--- src/rtl/imm_encoder_pipe.sv ---
// Packs a signed immediate into the RISC-V I/S/B/U/J fields of a base instruction word.
// Two-stage valid/ready pipeline; define ERR_COUNT_EN to add the saturating err_count port.
module imm_encoder_pipe #(
  parameter int CNT_W       = 8,
  parameter bit DROP_ON_ERR = 1'b0
) (
  input  logic        clk,
  input  logic        rst_n,
  input  logic        in_valid,
  output logic        in_ready,
  input  logic [2:0]  in_type_sel,
  input  logic [31:0] in_imm,
  input  logic [31:0] in_base,
  output logic        out_valid,
  input  logic        out_ready,
  output logic [31:0] out_instr,
  output logic        out_range_err,
  output logic        out_align_err
`ifdef ERR_COUNT_EN
  ,output logic [CNT_W-1:0] err_count
`endif
);

  localparam logic [2:0] T_I = 3'd0, T_S = 3'd1, T_B = 3'd2, T_U = 3'd3, T_J = 3'd4;

  typedef struct packed {
    logic [2:0]  typ;
    logic [31:0] imm;
    logic [31:0] base;
  } req_t;

  typedef struct packed {
    logic [31:0] instr;
    logic        range_err;
    logic        align_err;
  } rsp_t;

  logic  rdy_q, rdy_d;
  logic  s1_v_q, s1_v_d, s2_v_q, s2_v_d;
  req_t  s1_q, s1_d;
  rsp_t  s2_q, s2_d, pk;
  logic  s1_en, s2_en, accept, s1_err;
  logic [31:0] imm;
  logic  fit_is, fit_b, fit_j;

  assign imm    = s1_q.imm;
  // An immediate fits N signed bits when every bit above bit N-1 equals the sign bit.
  assign fit_is = (&imm[31:11]) | ~(|imm[31:11]);
  assign fit_b  = (&imm[31:12]) | ~(|imm[31:12]);
  assign fit_j  = (&imm[31:20]) | ~(|imm[31:20]);

  always_comb begin
    pk.instr     = s1_q.base;
    pk.range_err = 1'b0;
    pk.align_err = 1'b0;
    case (s1_q.typ)
      T_I: begin
        pk.instr[31:20] = imm[11:0];
        pk.range_err    = ~fit_is;
      end
      T_S: begin
        pk.instr[31:25] = imm[11:5];
        pk.instr[11:7]  = imm[4:0];
        pk.range_err    = ~fit_is;
      end
      T_B: begin
        pk.instr[31]    = imm[12];
        pk.instr[7]     = imm[11];
        pk.instr[30:25] = imm[10:5];
        pk.instr[11:8]  = imm[4:1];
        pk.range_err    = ~fit_b;
        pk.align_err    = imm[0];
      end
      T_U: begin
        pk.instr[31:12] = imm[31:12];
        pk.align_err    = |imm[11:0];
      end
      T_J: begin
        pk.instr[31]    = imm[20];
        pk.instr[30:21] = imm[10:1];
        pk.instr[20]    = imm[11];
        pk.instr[19:12] = imm[19:12];
        pk.range_err    = ~fit_j;
        pk.align_err    = imm[0];
      end
      default: pk.range_err = 1'b1;
    endcase
  end

  assign s1_err = pk.range_err | pk.align_err;

  always_comb begin
    s2_en  = ~s2_v_q | out_ready;
    s1_en  = ~s1_v_q | s2_en;
    // rdy_q keeps the input closed until the first edge after reset release
    in_ready = s1_en & rdy_q;
    accept   = in_valid & in_ready;
    rdy_d    = 1'b1;
    s1_v_d   = s1_en ? accept : s1_v_q;
    s1_d     = accept ? '{typ: in_type_sel, imm: in_imm, base: in_base} : s1_q;
    s2_v_d   = s2_en ? (s1_v_q & ~(DROP_ON_ERR & s1_err)) : s2_v_q;
    s2_d     = (s2_en & s1_v_q) ? pk : s2_q;
  end

  always_ff @(posedge clk or negedge rst_n) begin
    if (!rst_n) begin
      rdy_q  <= 1'b0;
      s1_v_q <= 1'b0;
      s2_v_q <= 1'b0;
      s1_q   <= '0;
      s2_q   <= '0;
    end else begin
      rdy_q  <= rdy_d;
      s1_v_q <= s1_v_d;
      s2_v_q <= s2_v_d;
      s1_q   <= s1_d;
      s2_q   <= s2_d;
    end
  end

  assign out_valid     = s2_v_q;
  assign out_instr     = s2_q.instr;
  assign out_range_err = s2_q.range_err;
  assign out_align_err = s2_q.align_err;

`ifdef ERR_COUNT_EN
  logic [CNT_W-1:0] err_cnt_q, err_cnt_d;

  // Counted as the item leaves S1, so dropped items are included.
  always_comb begin
    err_cnt_d = err_cnt_q;
    if (s1_v_q && s2_en && s1_err && (err_cnt_q != {CNT_W{1'b1}}))
      err_cnt_d = err_cnt_q + 1'b1;
  end

  always_ff @(posedge clk or negedge rst_n) begin
    if (!rst_n) err_cnt_q <= '0;
    else        err_cnt_q <= err_cnt_d;
  end

  assign err_count = err_cnt_q;
`endif

endmodule

--- config.mk ---
export PLATFORM = sky130hd
export DESIGN_NAME = imm_encoder_pipe
export DESIGN_NICKNAME = d
export VERILOG_FILES = /design/src/rtl/imm_encoder_pipe.sv
export SDC_FILE = /design/constraint.sdc
export NUM_CORES = 1
export LEC_CHECK = 0
export CORE_MARGIN = 4
export CORE_UTILIZATION = 45
export CTS_CLUSTER_DIAMETER = 50
export DETAILED_ROUTE_END_ITERATION = 8
export MAX_ROUTING_LAYER = met4
export PLACE_DENSITY = 0.74
export SKIP_CTS_REPAIR_TIMING = 1
export SKIP_LAST_GASP = 1
export SLEW_MARGIN = 25
export SYNTH_ARGS = -nofsm -noshare
export SYNTH_HDL_FRONTEND = slang
export SYNTH_SLANG_ARGS = --single-unit
--- constraint.sdc ---
create_clock -name clk -period 3.05 [get_ports clk]
set_input_delay 0.305 -clock clk [delete_from_list [all_inputs] [get_ports clk]]
set_output_delay 0.305 -clock clk [all_outputs]
set_load 0.02 [all_outputs]
==> impl_metrics.py <==
metrics = {
    "layout": {
        "n_fill_cell": 805,
        "num_antenna_cells": 0,
        "core_utilization_of_the_finished_layout": 0.603,
        "multiInputGateArea_mm2": 0.00177,
        "syn_to_final_growth_pct": 31.0,
        "share_of_final_layout_standard_cells_stronger_than_drive_strength_1": 0.211,
        "number_of_nets_in_the_layout": 541,
        "final-seq-area_mm2": 0.00260,
    },
    "routing": {
        "detailedRoute.firstIterationViolations": 155,
        "detail_route.first_pass.iterations": 4,
        "dr_total_vias": 3179,
        "avg_vias_per_cell": 5.23,
        "final_antenna_net_count": 0,
        "drc": 0,
        "routed_wirelength_um": 9880,
        "wire_per_inst_um": 16.2,
    },
    "global_route": {
        "grt_pass1_vias": 3244,
        "pin_count_of_the_biggest_net_entering_global_routing": 81,
        "grt_usage": 0.182,
        "grt_first_pass_wirelength_um": 16100,
        "grt_remaining_overflow": 0,
        "antenna_found_initial": 0,
    },
    "synthesis": {
        "postSynth.asyncResetShare": 1.00,
        "synth.distinct_cells": 39,
        "ys_seq_area_frac": 0.581,
        "synth_enable_flop_cells": 0,
        "mean_cell_area_of_the_mapped_netlist_um2": 12.2,
        "syn-instance-count": 367,
        "synth_flop_cell": "dfrtp_1",
        "ys_warn_count": 0,
        "register_bit_total_from_synthesis": 104,
        "synthesis.area_mm2": 0.00448,
        "syn_nets": 438,
    },
    "critical_path": {
        "data_arrival_time_of_the_worst_path_ns": 1.67,
        "cp-start-kind": "primary input",
        "worstPathRequired_ns": 2.74,
        "setup.worst_path.end_class": "output pin",
        "criticalPathCategory": "primary input to output pin",
        "critical_path_peak_fanout": 2,
    },
    "clocking": {
        "clock_tree.buffer_depth": 2,
        "clk_transition_reported_paths_ns": 0.09,
        "tritoncts": "yes",
        "htreeDepth": 3,
        "tritoncts.num_buffers": 9,
        "clock_insertion_delay_at_the_later_pin_of_the_skew_report_ns": 0.37,
        "cts_root_buffer": "clkbuf_8",
        "clkSinkCount": 104,
    },
    "die": {
        "die_area_mm2": 0.0116,
        "die_width_um": 108,
        "io_pins": 107,
        "die_height_um": 108,
        "core.rowCount": 36,
        "core_area_mm2": 0.00973,
        "initial_core_util": 0.461,
    },
    "min_path": {
        "min_path_type": "primary input to async pin",
    },
    "timing": {
        "fin_skew_ns": 0.0104,
        "slew_headroom": 0.523,
        "final.setup.tns_ns": 0,
        "final.period_utilization": 0.646,
        "setup_viol_count_final": 0,
        "timing_worst_slew_pin_value_ns": 0.715,
        "worst_hold_slack_ns": -0.0356,
        "final_max_slew_viol_count": 0,
        "max_clock_freq_mhz": 507,
        "finalWorstPathRequiredPeriod_ns": 1.97,
        "hold_viol_final": 60,
        "rsz0062_at_grt": "false",
    },
    "run_status": {
        "status": "complete, but fails checks",
        "violations_in_the_final_reports": "negative hold slack",
    },
    "power": {
        "powerDensity_mw_per_mm2": 683,
        "worst_vdd_drop_v": 0.000423,
        "leakagePower_nw": 2.52,
    },
    "placed_design": {
        "detailedPlacementHpwl_um": 7290,
        "port_buffers": 106,
        "gp_congestion": 0.825,
    },
    "run": {
        "maxCapViolations": 0,
    },
}
==> layer usage <==
metal	global-route usage	wire, um
met5	-	0
met4	0.0514	97
met3	0.0366	495
met2	0.287	4890
met1	0.241	4400
==> final timing paths <==
kind / depth (start not counted) / slack (ns) / endpoint / from
max: 4 / 1.08 / in_ready / out_ready
min: 1 / -0.04 / s1_q[13] / rst_n
max reg2reg: 4 / 1.10 / out_instr[15] / s1_q[66]
min reg2reg: 2 / 0.47 / out_instr[2] / pk[4]
max in group asynchronous: 2 / 2.41 / imm[25] / rst_n
min in group clk: 2 / 0.47 / out_instr[2] / pk[4]
==> power by group <==
group          switching, mW  total [mW]  internal [mW]
combinational          0.567        1.20          0.638
clock                  0.451       0.877          0.426
sequential             0.247        1.93           1.68
==> flip-flops by register name, indices dropped and copies added, names as in the netlist <==
name           cells
imm               32
out_align_err      1
out_instr         32
rdy_q              1
out_range_err      1
out_valid          1
s1_q              28
s1_v_q             1
pk                 7
==> critical path, stage by stage <==
cell             delay (ns)
clkdlybuf4s50_1        0.47
nand3b_1               0.12
and2_1                 0.16
clkdlybuf4s50_1        0.61
==> final cells by class <==
cell class,count,share of cell area
well taps,133,0.0283
inverters,1,0.000639
multi-input cells,242,0.302
clock inverters,4,0.00874
flip-flops and latches,104,0.443
clock buffers,12,0.0264
repair buffers,112,0.191
==> synth_stat cells (4+ instances only) <==
cell type	instances	share of area
o31ai_1	7	0.012
nor4_1	8	0.011
buf_2	10	0.011
mux2_2	70	0.18
nand2b_1	4	0.0056
clkbuf_1	6	0.0050
mux2i_1	15	0.033
nand4_1	5	0.0070
nor2_1	15	0.013
o21ai_1	4	0.0045
o22ai_1	7	0.0098
nand2_1	50	0.042
dfrtp_1	104	0.58
a21oi_1	11	0.012
o21ai_0	18	0.020
==> cell usage in the layout, fill, tap and decap left out, types with 4 or more instances in the layout <==
master / Yosys / routed
a21oi_1: 11 / 11
buf_4: 1 / 5
clkbuf_8: 0 / 11
clkdlybuf4s50_1: 0 / 105
dfrtp_1: 104 / 104
mux2_2: 70 / 70
mux2i_1: 15 / 15
nand2_1: 50 / 48
nand2b_1: 4 / 4
nand4_1: 5 / 5
nor2_1: 15 / 15
nor4_1: 8 / 8
o21ai_0: 18 / 18
o21ai_1: 4 / 4
o22ai_1: 7 / 7
o31ai_1: 7 / 7
==> kinds of logic after synthesis <==
| family | count (synthesis) | synth area share |
|---|---|---|
| flip-flops | 104 | 0.581 |
| AND/OR/NAND/NOR | 98 | 0.104 |
| multiplexers | 86 | 0.212 |
| AO/OA/AOI/OAI | 56 | 0.0751 |
| buffers and inverters | 21 | 0.0262 |
| XOR/XNOR | 1 | 0.00195 |
| other | 1 | 0.000836 |
==> through the flow <==
stage,cells,area [um2],setup slack (ns),power [mW]
2_1_floorplan,367,4480,1.36,2.57
3_3_place_gp,592,5660,0.902,3.14
3_5_place_dp,592,5660,0.826,3.17
4_1_cts,608,5860,0.781,4.05
5_1_grt,608,5870,0.946,4.22
6_report,608,5870,1.08,4.01
(Power assumes the default switching activity.)
